$ cat config.mk
export PLATFORM = sky130hd
export DESIGN_NAME = ifu_prefetch
export DESIGN_NICKNAME = d
export VERILOG_FILES = /design/src/rtl/ifu_prefetch.sv
export SDC_FILE = /design/constraint.sdc
export NUM_CORES = 1
export LEC_CHECK = 0
export ABC_AREA = 0
export BUFFER_PORTS_ARGS = -buffer_cell sky130_fd_sc_hd__buf_4
export CORE_MARGIN = 2
export CORE_UTILIZATION = 45
export CTS_CLUSTER_DIAMETER = 60
export CTS_CLUSTER_SIZE = 30
export DETAILED_ROUTE_END_ITERATION = 8
export PLACE_DENSITY = 0.68
export SLEW_MARGIN = 20
export SYNTH_ARGS = -nofsm -noshare
export SYNTH_HDL_FRONTEND = slang
export SYNTH_SLANG_ARGS = --single-unit
$ cat constraint.sdc
create_clock -name clk -period 3.6 [get_ports clk]
set_clock_uncertainty 0.15 [all_clocks]
set_input_delay 0.72 -clock clk [delete_from_list [all_inputs] [get_ports clk]]
set_output_delay 0.72 -clock clk [all_outputs]
set_load 0.1 [all_outputs]
$ cat src/rtl/ifu_prefetch.sv
// ifu_prefetch: owns the fetch PC, issues credit-limited word fetches and buffers responses in an in-order FIFO.
// Define IFU_BYPASS_EN to forward a response straight to the outputs when the FIFO is empty.
module ifu_prefetch #(
  parameter int DW = 32,
  parameter int AW = 32,
  parameter logic [AW-1:0] RESET_PC = '0,
  parameter int FIFO_DEPTH = 2
) (
  input  logic          clk,
  input  logic          rst,
  input  logic          jump_en_i,
  input  logic [AW-1:0] jump_addr_i,
  input  logic          hold_flag_i,
  output logic          ibus_req_o,
  output logic [AW-1:0] ibus_addr_o,
  input  logic          ibus_gnt_i,
  input  logic          ibus_rvalid_i,
  input  logic [DW-1:0] ibus_rdata_i,
  output logic          inst_valid_o,
  output logic [DW-1:0] inst_o,
  output logic [AW-1:0] inst_addr_o
);
  localparam int PW = $clog2(FIFO_DEPTH);
  localparam int CW = $clog2(FIFO_DEPTH + 1);
  localparam int SW = CW + 1;
  logic [AW-1:0] pc_q, pc_d, last_addr_q;
  logic [DW-1:0] last_data_q;
  logic [CW-1:0] count_q, count_d, out_q, out_d, drop_q, drop_d;
  logic [PW-1:0] wr_q, wr_d, rd_q, rd_d, tw_q, tw_d, tr_q, tr_d;
  logic [DW-1:0] fd_q [FIFO_DEPTH];
  logic [AW-1:0] fa_q [FIFO_DEPTH];
  logic [AW-1:0] tag_q [FIFO_DEPTH];
  logic issue, take, byp, push, pop, empty;
  assign empty = count_q == '0;
  // Outstanding fetches (including ones marked for drop) reserve FIFO space.
  assign ibus_req_o = !rst && !jump_en_i && ({1'b0, count_q} + {1'b0, out_q} < SW'(FIFO_DEPTH));
  assign ibus_addr_o = pc_q;
  assign issue = ibus_req_o && ibus_gnt_i;
  assign take = ibus_rvalid_i && drop_q == '0 && !jump_en_i;
`ifdef IFU_BYPASS_EN
  assign byp = take && empty;
`else
  assign byp = 1'b0;
`endif
  assign pop = !empty && !jump_en_i && !hold_flag_i;
  assign push = take && !(byp && !hold_flag_i);
  assign inst_valid_o = (!empty || byp) && !jump_en_i;
  assign inst_o = byp ? ibus_rdata_i : !empty ? fd_q[rd_q] : last_data_q;
  assign inst_addr_o = byp ? tag_q[tr_q] : !empty ? fa_q[rd_q] : last_addr_q;
  always_comb begin
    pc_d = jump_en_i ? jump_addr_i & ~AW'(3) : issue ? pc_q + AW'(4) : pc_q;
    out_d = out_q + CW'(issue) - CW'(ibus_rvalid_i);
    drop_d = jump_en_i ? out_q - CW'(ibus_rvalid_i) : drop_q - CW'(ibus_rvalid_i && drop_q != '0);
    count_d = jump_en_i ? '0 : count_q + CW'(push) - CW'(pop);
    wr_d = wr_q + PW'(push);
    rd_d = jump_en_i ? wr_q : rd_q + PW'(pop);
    tw_d = tw_q + PW'(issue);
    tr_d = tr_q + PW'(ibus_rvalid_i);
  end
  always_ff @(posedge clk or posedge rst) begin
    if (rst) begin
      pc_q <= RESET_PC;
      count_q <= '0;
      out_q <= '0;
      drop_q <= '0;
      wr_q <= '0;
      rd_q <= '0;
      tw_q <= '0;
      tr_q <= '0;
      last_data_q <= '0;
      last_addr_q <= '0;
    end else begin
      pc_q <= pc_d;
      count_q <= count_d;
      out_q <= out_d;
      drop_q <= drop_d;
      wr_q <= wr_d;
      rd_q <= rd_d;
      tw_q <= tw_d;
      tr_q <= tr_d;
      last_data_q <= inst_o;
      last_addr_q <= inst_addr_o;
    end
  end
  // Tags stay in issue order; dropped responses consume their tag too.
  always_ff @(posedge clk) begin
    if (issue) tag_q[tw_q] <= pc_q;
    if (push) begin
      fd_q[wr_q] <= ibus_rdata_i;
      fa_q[wr_q] <= tag_q[tr_q];
    end
  end
  rvalid_needs_outstanding: assert property (@(posedge clk) disable iff (rst) ibus_rvalid_i |-> out_q != '0);
endmodule

==> results.json <==
{
  "remaining_drc_errors": 0,
  "gr-usage-all-layers_pct": 17.42,
  "die-area_um2": 26250,
  "cts_sinks": 288,
  "dr.pass1.iters": 5,
  "place_hpwl_um": 15120,
  "fp.dieW_um": 162.0,
  "path_cells": "and2_1 > fa_1 > or4_4 > inv_2 > buf_4",
  "critical_path_class": "flip-flop to primary output",
  "post_cts_resized": 0,
  "synth_area_leaders": "edfxtp_1 (49%), dfrtp_1 (23%), mux2i_1 (5.8%), o21ai_0 (3.4%), mux2_2 (3.2%)",
  "timing.final.max_slew_violations": 0,
  "antenna_cells": 0,
  "grt_setup_unrepaired": "false",
  "yosys.area.top_type": "edfxtp_1",
  "fin_crit_ns": 3.408,
  "regArea_um2": 8132,
  "ios": 168,
  "cp.required_ns": 2.73,
  "yosys-top-cells-count": "edfxtp_1 (184), dfrtp_1 (104), nand2_1 (89), o21ai_0 (77), mux2i_1 (65)",
  "timing.max_cap.violations": 0,
  "cts_buffers": 22,
  "wire_per_inst_um": 17.84,
  "overflow": 0,
  "synth_cell_types": 45,
  "start_util_pct": 46.08,
  "cp_slowest_cell": "or4_4",
  "clock_latency_ns": 0.53,
  "max_freq_mhz": 293.4,
  "ys_ff_latch": 288,
  "cp_max_fo": 6,
  "yosysMostFrequentCell": "edfxtp_1",
  "htreeDepth": 1,
  "clockBufferDepth": 3,
  "gp_congestion": 0.8531,
  "cts_root_buf": "clkbuf_16",
  "ys.flop_type": "edfxtp_1",
  "vias": 6723,
  "yosysWarnings": 0,
  "drtAntennaViolNets": 0,
  "finalWorstSetupSlack_ns": 0.1916,
  "fin_nets": 1018,
  "path_clk_slew_ns": 0.08,
  "row_count": 57,
  "hp-class": "input port to asynchronous set/reset pin",
  "routed_via_density": 5.269,
  "nFillCells": 2003,
  "grt_max_degree": 130,
  "multi_input_area_um2": 2872,
  "slew_headroom_pct": 39.74,
  "cts_tree": "built",
  "syn_avg_cell_area_um2": 14.67,
  "grt_pass1_wl_um": 36110,
  "place_worst_setup_slack_ns": 0.5363,
  "period_share_pct": 94.68,
  "numPortBuffers": 163,
  "start_kind": "flip-flop",
  "hold_viol": 0,
  "finalSetupViolCount": 0,
  "yosys.area.top_type_share_pct": 49.16,
  "grt_pass1_vias": 6607,
  "area_delta_synth_final_pct": 21.78,
  "syn_area_um2": 11240,
  "drtIter0Drc": 502,
  "antenna_found_initial": 0,
  "worstSetupEndpointType": "primary output",
  "synth_cells": 766,
  "postCtsHoldBufs": 0,
  "status": "finished, final reports clean",
  "synth_edf_count": 184,
  "async_flop_share_pct": 36.11,
  "tightest_slew_ns": 0.9038,
  "post_cts.repair.setup_buffers": 0,
  "wl_um": 22760,
  "ys_seq_area_share_pct": 72.32,
  "critical_path.max_stage_delay_ns": 0.60,
  "core_area_um2": 24390,
  "drive_gt1_share_pct": 27.73,
  "die_y_um": 162.0,
  "cp.arrival_ns": 2.54
}
==> final cells by class <==
type / count / area share (%)
flip-flops and latches: 288 / 59.42
multi-input cells: 419 / 20.98
repair buffers: 183 / 10.50
clock buffers: 23 / 4.206
well taps: 324 / 2.962
clock inverters: 17 / 1.307
inverters: 22 / 0.6308
==> layout by cell type, fill, tap and decap left out, types with 12 or more instances in the layout <==
master     Yosys  final
edfxtp_1     184    184
inv_1         20     19
o21ai_1        0     62
mux2i_1       65     65
clkbuf_16      0     23
mux2_2        32     32
nor2_1        13     12
o21ai_0       77     15
dfrtp_1      104    103
o211ai_1      12     12
nand2_1       89     89
buf_4          2    178
nand3_1       21     21
==> kinds of logic (layout without fill, tap and decap cells) <==
group | count (synthesis) | after routing | synth area share [%]
DFF | 288 | 288 | 72.32
and+or+nand+nor | 178 | 178 | 7.626
other | 1 | 2 | 0.03337
muxes | 98 | 98 | 9.096
AOI/OAI and AO/OA | 121 | 121 | 6.624
buffers and inverters | 60 | 245 | 2.271
xor gates and xnor gates | 8 | 8 | 0.6235
adders and majority gates | 12 | 12 | 1.403
==> routing by layer <==
| layer | vias up | routed length, um | track usage [%] |
|---|---|---|---|
| met3 | 33 | 1289 | 2.860 |
| met5 | - | 0 | 0 |
| li1 | 3203 | - | - |
| met4 | 0 | 380 | 4.304 |
| met2 | 204 | 10670 | 28.49 |
| met1 | 3283 | 10420 | 24.61 |
==> state kept, by name, indices dropped and copies added, names as in the netlist, 2 cells and up <==
| name | cells |
|---|---|
| count_q | 2 |
| drop_q | 2 |
| fa_q | 60 |
| fd_q | 64 |
| ibus_addr_o | 30 |
| last_addr_q | 32 |
| last_data_q | 32 |
| out_q | 2 |
| tag_q | 60 |
==> worst max-delay path, delay by kind of cell (launching register included) <==
kind          cells  cell delay, ns
fa+ha+maj         1            0.44
buf+inv           2            0.41
flops             1            0.42
simple gates      2            0.76
==> final timing paths <==
| path | from | to | slack [ns] | cells past startpoint |
|---|---|---|---|---|
| max in group asynchronous | rst | rd_q | 2.39 | 3 |
| worst max register to register | count_q[0] | ibus_addr_o[22] | 0.55 | 6 |
| worst min register to register | last_addr_q[0] | last_addr_q[0] | 0.35 | 1 |
| worst min-delay path | rst | ibus_addr_o[6] | 0.07 | 2 |
| min in group clk | ibus_rdata_i[29] | fd_q[0][29] | 0.22 | 1 |
| worst max-delay path | count_q[0] | ibus_req_o | 0.19 | 5 |
==> per-stage QoR <==
| stage | hold slack, ns | utilization [%] | instance area [um2] | std cells | setup TNS [ns] |
|---|---|---|---|---|---|
| floorplan | 0.3427 | - | 11250 | 767 | -28.11 |
| global placement | 0.3169 | 53.02 | 12930 | 1236 | 0 |
| detailed placement | 0.3229 | 53.02 | 12930 | 1236 | 0 |
| CTS | 0.06327 | 56.11 | 13690 | 1276 | 0 |
| global route | 0.08969 | 56.11 | 13690 | 1276 | 0 |
| finish | 0.07139 | 56.11 | 13690 | 1276 | 0 |
Power is not shown: default switching activity piles up to over one toggle a cycle in this logic, so the estimate is an artifact.
